### src/rtl/alu_exec_unit_if.sv
// Request/result handshake bundle between the ALU controller, the execute
// unit and the writeback/branch consumer.
interface alu_exec_unit_if #(
  parameter int WIDTH = 16
) ();
  logic             in_valid;
  logic             in_ready;
  logic [2:0]       alu_ctrl;
  logic [WIDTH-1:0] op_a;
  logic [WIDTH-1:0] op_b;
  logic             out_valid;
  logic             out_ready;
  logic [WIDTH-1:0] result;
  logic             zero_flag;
  logic             carry_flag;
  logic             neg_flag;
  logic             illegal_op;

  modport master (
    output in_valid, alu_ctrl, op_a, op_b, out_ready,
    input  in_ready, out_valid, result, zero_flag, carry_flag, neg_flag, illegal_op
  );

  modport slave (
    input  in_valid, alu_ctrl, op_a, op_b, out_ready,
    output in_ready, out_valid, result, zero_flag, carry_flag, neg_flag, illegal_op
  );
endinterface

### src/rtl/alu_exec_unit.sv
// Execute-stage ALU: single-cycle AND/ADD/SUB/CMP, bit-serial SLL/SRL, and a
// registered result/flags stage behind a valid/ready handshake.
module alu_exec_unit #(
  parameter int WIDTH = 16
) (
  input  logic             clk,
  input  logic             rst_n,
  alu_exec_unit_if.slave   bus
);
  localparam int SHW = $clog2(WIDTH);
  localparam logic [SHW-1:0] CNT_ONE = SHW'(1);

  typedef enum logic [1:0] {
    S_IDLE  = 2'd0,
    S_SHIFT = 2'd1,
    S_DONE  = 2'd2
  } state_t;

  state_t           r_state;
  state_t           w_state_next;
  logic [WIDTH-1:0] r_work;
  logic [SHW-1:0]   r_cnt;
  logic             r_left;
  logic [WIDTH-1:0] r_result;
  logic             r_carry;
  logic             r_zero;
  logic             r_neg;
  logic             r_illegal;

  logic             w_accept;
  logic             w_is_shift;
  logic [SHW-1:0]   w_amt;
  logic [WIDTH:0]   w_sum;
  logic [WIDTH:0]   w_diff;
  logic [WIDTH-1:0] w_simple_res;
  logic             w_simple_carry;
  logic             w_simple_illegal;
  logic [WIDTH-1:0] w_step_val;
  logic             w_step_out;

  assign w_accept   = bus.in_valid && (r_state == S_IDLE);
  assign w_is_shift = (bus.alu_ctrl == 3'b100) || (bus.alu_ctrl == 3'b101);
  assign w_amt      = bus.op_b[SHW-1:0];
  assign w_sum      = {1'b0, bus.op_a} + {1'b0, bus.op_b};
  // The top bit of the widened difference is the unsigned borrow.
  assign w_diff     = {1'b0, bus.op_a} - {1'b0, bus.op_b};

  always_comb begin
    w_simple_res     = '0;
    w_simple_carry   = 1'b0;
    w_simple_illegal = 1'b0;
    case (bus.alu_ctrl)
      3'b000: w_simple_res = bus.op_a & bus.op_b;
      3'b001: begin
        w_simple_res   = w_sum[WIDTH-1:0];
        w_simple_carry = w_sum[WIDTH];
      end
      3'b010, 3'b011: begin
        w_simple_res   = w_diff[WIDTH-1:0];
        w_simple_carry = w_diff[WIDTH];
      end
      3'b100, 3'b101: w_simple_res = bus.op_a;
      default: w_simple_illegal = 1'b1;
    endcase
  end

  always_comb begin
    w_step_val = r_work >> 1;
    w_step_out = r_work[0];
    if (r_left) begin
      w_step_val = r_work << 1;
      w_step_out = r_work[WIDTH-1];
    end
  end

  always_comb begin
    w_state_next = r_state;
    case (r_state)
      S_IDLE: begin
        if (w_accept) begin
          w_state_next = (w_is_shift && (w_amt != '0)) ? S_SHIFT : S_DONE;
        end
      end
      S_SHIFT: begin
        if (r_cnt == CNT_ONE) begin
          w_state_next = S_DONE;
        end
      end
      S_DONE: begin
        if (bus.out_ready) begin
          w_state_next = S_IDLE;
        end
      end
      default: w_state_next = S_IDLE;
    endcase
  end

  always_ff @(posedge clk or negedge rst_n) begin
    if (!rst_n) begin
      r_state <= S_IDLE;
    end else begin
      r_state <= w_state_next;
    end
  end

  // The working register keeps partial shifts away from the visible result.
  always_ff @(posedge clk or negedge rst_n) begin
    if (!rst_n) begin
      r_work    <= '0;
      r_cnt     <= '0;
      r_left    <= 1'b0;
      r_result  <= '0;
      r_carry   <= 1'b0;
      r_zero    <= 1'b0;
      r_neg     <= 1'b0;
      r_illegal <= 1'b0;
    end else begin
      if (w_accept) begin
        r_illegal <= w_simple_illegal;
        if (w_is_shift && (w_amt != '0)) begin
          r_work <= bus.op_a;
          r_cnt  <= w_amt;
          r_left <= ~bus.alu_ctrl[0];
        end else begin
          r_result <= w_simple_res;
          r_carry  <= w_simple_carry;
          r_zero   <= (w_simple_res == '0);
          r_neg    <= w_simple_res[WIDTH-1];
        end
      end else if (r_state == S_SHIFT) begin
        r_work <= w_step_val;
        r_cnt  <= r_cnt - CNT_ONE;
        if (r_cnt == CNT_ONE) begin
          r_result <= w_step_val;
          r_carry  <= w_step_out;
          r_zero   <= (w_step_val == '0);
          r_neg    <= w_step_val[WIDTH-1];
        end
      end
    end
  end

  assign bus.in_ready   = (r_state == S_IDLE);
  assign bus.out_valid  = (r_state == S_DONE);
  assign bus.result     = r_result;
  assign bus.zero_flag  = r_zero;
  assign bus.carry_flag = r_carry;
  assign bus.neg_flag   = r_neg;
  assign bus.illegal_op = r_illegal;
endmodule

### src/flat_wrapper.sv
// flat-port wrapper written by rule: the top's interface ports become plain ports
module alu_exec_unit_flat 
#(
  parameter int WIDTH = 16
)
  (clk, rst_n, bus_in_valid, bus_alu_ctrl, bus_op_a, bus_op_b, bus_out_ready, bus_in_ready, bus_out_valid, bus_result, bus_zero_flag, bus_carry_flag, bus_neg_flag, bus_illegal_op);
  alu_exec_unit_if #(.WIDTH(WIDTH)) bus_i ();
  input  logic clk;
  input  logic rst_n;
  input wire logic [$bits(bus_i.in_valid)-1:0] bus_in_valid;
  input wire logic [$bits(bus_i.alu_ctrl)-1:0] bus_alu_ctrl;
  input wire logic [$bits(bus_i.op_a)-1:0] bus_op_a;
  input wire logic [$bits(bus_i.op_b)-1:0] bus_op_b;
  input wire logic [$bits(bus_i.out_ready)-1:0] bus_out_ready;
  output wire logic [$bits(bus_i.in_ready)-1:0] bus_in_ready;
  output wire logic [$bits(bus_i.out_valid)-1:0] bus_out_valid;
  output wire logic [$bits(bus_i.result)-1:0] bus_result;
  output wire logic [$bits(bus_i.zero_flag)-1:0] bus_zero_flag;
  output wire logic [$bits(bus_i.carry_flag)-1:0] bus_carry_flag;
  output wire logic [$bits(bus_i.neg_flag)-1:0] bus_neg_flag;
  output wire logic [$bits(bus_i.illegal_op)-1:0] bus_illegal_op;
  assign bus_i.in_valid = bus_in_valid;
  assign bus_i.alu_ctrl = bus_alu_ctrl;
  assign bus_i.op_a = bus_op_a;
  assign bus_i.op_b = bus_op_b;
  assign bus_i.out_ready = bus_out_ready;
  assign bus_in_ready = bus_i.in_ready;
  assign bus_out_valid = bus_i.out_valid;
  assign bus_result = bus_i.result;
  assign bus_zero_flag = bus_i.zero_flag;
  assign bus_carry_flag = bus_i.carry_flag;
  assign bus_neg_flag = bus_i.neg_flag;
  assign bus_illegal_op = bus_i.illegal_op;
  alu_exec_unit #(.WIDTH(WIDTH)) u_core (.clk(clk), .rst_n(rst_n), .bus(bus_i));
endmodule
### config.mk
export PLATFORM = sky130hd
export DESIGN_NAME = alu_exec_unit_flat
export DESIGN_NICKNAME = d
export VERILOG_FILES = /design/src/rtl/alu_exec_unit_if.sv /design/src/rtl/alu_exec_unit.sv /design/src/flat_wrapper.sv
export SDC_FILE = /design/constraint.sdc
export NUM_CORES = 1
export LEC_CHECK = 0
export CORE_MARGIN = 1.5
export CORE_UTILIZATION = 38
export DETAILED_ROUTE_END_ITERATION = 7
export PLACE_DENSITY_LB_ADDON = 0.08
export SLEW_MARGIN = 5
export SYNTH_ARGS = -nofsm -noshare
export SYNTH_HDL_FRONTEND = slang
export SYNTH_SLANG_ARGS = --single-unit
### constraint.sdc
create_clock -name clk -period 5.4 [get_ports clk]
set_clock_uncertainty 0.1 [all_clocks]
set_input_delay 1.35 -clock clk [delete_from_list [all_inputs] [get_ports clk]]
set_output_delay 1.35 -clock clk [all_outputs]
set_load 0.01 [all_outputs]
==> out/qor.json <==
{
  "run_status": {
    "outcome": "complete, no violations"
  },
  "worst_setup_path": {
    "cp-startpoint": "bus_op_b[0]",
    "reg2reg_from": "u_core.r_state[0]$_DFFE_PN0P_",
    "timing.setup.critical_path_class": "primary input to register",
    "worstSetupEndpointType": "register",
    "internal_reg_to_reg_setup_slack_ps": 2340,
    "crit_chain": "clkdlybuf4s50_1 > ha_1 > fa_1 > nand2b_1 > a32oi_1 > o221ai_1 > or4_1 > or4_1 > nor3_2 > nand4_1 > nor4b_2 > a31o_1",
    "critical_path.most_common_cell": "sky130_fd_sc_hd__or4_1",
    "startpoint_type": "primary input",
    "path_max_fanout": 4,
    "critPathMaxStageDelay_ps": 510,
    "critical_path.reg2reg.endpoint": "u_core.bus.zero_flag$_DFFE_PN0P_",
    "critical_path_arrival_ps": 4820,
    "critPathSlowestCell": "sky130_fd_sc_hd__or4_1",
    "critPathRequiredTime_ps": 5530,
    "worst_r2r_path_depth": 10
  },
  "route": {
    "detail_route.vias_per_cell": 5.85,
    "drt_iter0_drc": 257,
    "detailedRoute.firstPassIterationCount": 4,
    "route.detailed.drc": 0,
    "routed_wire_length_um": 12800,
    "via_count": 4334,
    "drt-wirelength-per-cell_um": 17.3,
    "antenna_violation_net_count_after_detailed_routing": 0
  },
  "yosys": {
    "synth_top_cell_by_area": "sky130_fd_sc_hd__dfrtp_1",
    "synth_cells": 564,
    "synth.top_cell.area_share_pct": 24.6,
    "netlist_top_cells_area": "sky130_fd_sc_hd__dfrtp_1 (25%), sky130_fd_sc_hd__ha_1 (10%), sky130_fd_sc_hd__o21ai_0 (6.4%)",
    "synth.yosys.seq_area_share_pct": 24.6,
    "synth.net_count": 639,
    "synth_enable_flop_cells": 0,
    "top_count_cell_post_synth": "sky130_fd_sc_hd__nand2_1",
    "netlist_area_um2": 4270,
    "yosys_register_bits": 42,
    "async_flop_share_pct": 100,
    "synth_top_cells_by_count": "sky130_fd_sc_hd__nand2_1 (70), sky130_fd_sc_hd__o21ai_0 (55), sky130_fd_sc_hd__a21oi_1 (43), sky130_fd_sc_hd__nor2_1 (43), sky130_fd_sc_hd__dfrtp_1 (42)",
    "synth_cell_type_count": 74,
    "average_cell_area_after_synthesis_um2": 7.57,
    "yosysWarningCount": 0,
    "synth_flop_cell": "sky130_fd_sc_hd__dfrtp_1"
  },
  "global_routing": {
    "grt.overflow.total": 0,
    "grt_pass1_wl_um": 21100,
    "track_usage_pct": 22.5,
    "first_global_vias": 3994,
    "antenna_found_initial": 0,
    "grt_start_max_net_pins": 44
  },
  "floorplan": {
    "die_x_um": 109,
    "num_rows": 38,
    "die_h_um": 109,
    "start_util_pct": 39.2,
    "top_level_ports": 61,
    "die-area_um2": 11900,
    "floorplan.core_area_um2": 10900
  },
  "job": {
    "timing.max_cap.violations": 0
  },
  "cells_and_area": {
    "layoutNonFillerInstCount": 741,
    "n_antenna_cell": 0,
    "layout_cell_share_with_drive_strength_beyond_1_pct": 5.32,
    "area.growth.synth_to_final_pct": 17.7,
    "final_cell_area_um2": 5020,
    "nets": 676
  },
  "clocking": {
    "cts.sink_count": 42,
    "cts_tree": "done",
    "cts_hold_buf": 0,
    "clkLatencyLatePin_ps": 290,
    "numCtsBuffers": 5,
    "cts_resized": 0,
    "clock_tree.htree_level_count": 2,
    "cts-root-buf": "sky130_fd_sc_hd__clkbuf_8",
    "clk_transition_reported_paths_ps": 80,
    "cts-root-to-sink-buffers": 2,
    "postCtsSetupBuffers": 0
  },
  "place": {
    "numPlacedInstances": 734,
    "buffer_ports.inserted": 60,
    "placement.cell_area_um2": 4950,
    "post-dp-hpwl_um": 9800,
    "place.gp.congestion": 0.893
  },
  "min_path": {
    "hold_path.startpoint": "u_core.bus.result[6]$_DFFE_PN0P_",
    "min_path_cells": 2,
    "min-delay-path-class": "register to register",
    "timing.hold.worst_endpoint": "u_core.bus.result[6]$_DFFE_PN0P_"
  },
  "pwr": {
    "power_per_cell_area_nw_per_um2": 349,
    "ir_drop_mv": 0.189,
    "power.total_uw": 1750,
    "leakage_uw": 0.00220
  },
  "timing": {
    "worst_pin_slew_ps": 948,
    "fmax_mhz": 213,
    "worst_slew_margin_relative_to_its_limit_pct": 36.5,
    "final_period_minus_worst_setup_slack_ps": 4680,
    "setup-tns-final_ps": 0,
    "rsz0062_at_grt": "no",
    "final_hold_viol_count": 0,
    "final-max-slew-violation-count": 0,
    "setup_viol": 0,
    "final_min_period_over_clock_period_pct": 86.8
  }
}
-- per-layer routing --
layer | GRT usage [%] | wire length, µm | vias up
met5 | 0 | 0 | -
met4 | 5.55 | 144 | 0
met3 | 1.26 | 509 | 11
met2 | 34.6 | 5670 | 120
met1 | 34.0 | 6530 | 2065
li1 | - | - | 2138
-- cell families after synthesis --
logic type                 share of synthesized area [%]
AOI/OAI and AO/OA                                   32.5
and+or+nand+nor                                     20.8
buffers and inverters                               7.18
DFF                                                 24.6
adders and majority gates                           10.9
muxes                                               3.75
xor gates and xnor gates                           0.205
-- per-stage QoR --
stage          hold WS (ps)  util [%]  setup WS (ps)
2_1_floorplan           362         -           1260
3_3_place_gp            359      45.4            490
3_5_place_dp            365      45.4            405
4_1_cts                 384      46.2            697
5_1_grt                 411      46.2            550
6_report                379      46.2            715
-- registers in the layout, summed over array words and instances (netlist names) --
| register | cells |
|---|---|
| u_core.r_work | 16 |
| u_core.bus.result | 15 |
| u_core.r_cnt | 4 |
| u_core.r_state | 2 |
| u_core.bus.carry_flag | 1 |
| u_core.bus.illegal_op | 1 |
| u_core.bus.neg_flag | 1 |
| u_core.bus.zero_flag | 1 |
| u_core.r_left | 1 |
-- cell type report --
class	instances	area (µm²)
fill	1143	5860
multi-input combinational	447	2910
sequential	42	1050
clock inverter	2	10.0
clock buffer	5	68.8
tap	140	175
timing repair buffer	71	678
inverter	34	128
-- placed cells by master, fill, tap and decap left out, types with 11 or more instances in the layout --
cell type                          n
sky130_fd_sc_hd__o21ai_0          55
sky130_fd_sc_hd__buf_4            11
sky130_fd_sc_hd__mux2i_1          16
sky130_fd_sc_hd__a21oi_1          43
sky130_fd_sc_hd__dfrtp_1          42
sky130_fd_sc_hd__ha_1             34
sky130_fd_sc_hd__a21o_1           12
sky130_fd_sc_hd__nor2_1           43
sky130_fd_sc_hd__clkdlybuf4s50_1  59
sky130_fd_sc_hd__inv_1            32
sky130_fd_sc_hd__nand2_1          70
-- critical path, delay by kind of cell --
family	cells	cell delay, ps
AOI/OAI and AO/OA	3	590
and+or+nand+nor	6	1640
adders and majority gates	2	730
buffers and inverters	1	500
-- worst max-delay path by stage --
stage	to	slack, ps	cells after the start
after floorplan	u_core.bus.zero_flag$_DFFE_PN0P_	1260	11
after global placement	u_core.bus.zero_flag$_DFFE_PN0P_	490	12
after detailed placement	u_core.bus.zero_flag$_DFFE_PN0P_	400	12
after CTS	u_core.bus.zero_flag$_DFFE_PN0P_	700	12
after global routing	u_core.bus.zero_flag$_DFFE_PN0P_	550	12
final	u_core.bus.zero_flag$_DFFE_PN0P_	720	12
-- power by group --
part	switching [µW]	leakage, µW	internal, µW	total [µW]
logic	530	0.00162	432	962
registers	147	0.000532	450	596
clock network	106	0.0000438	86.9	193
total	783	0.00220	968	1750
(Power assumes the default switching activity.)
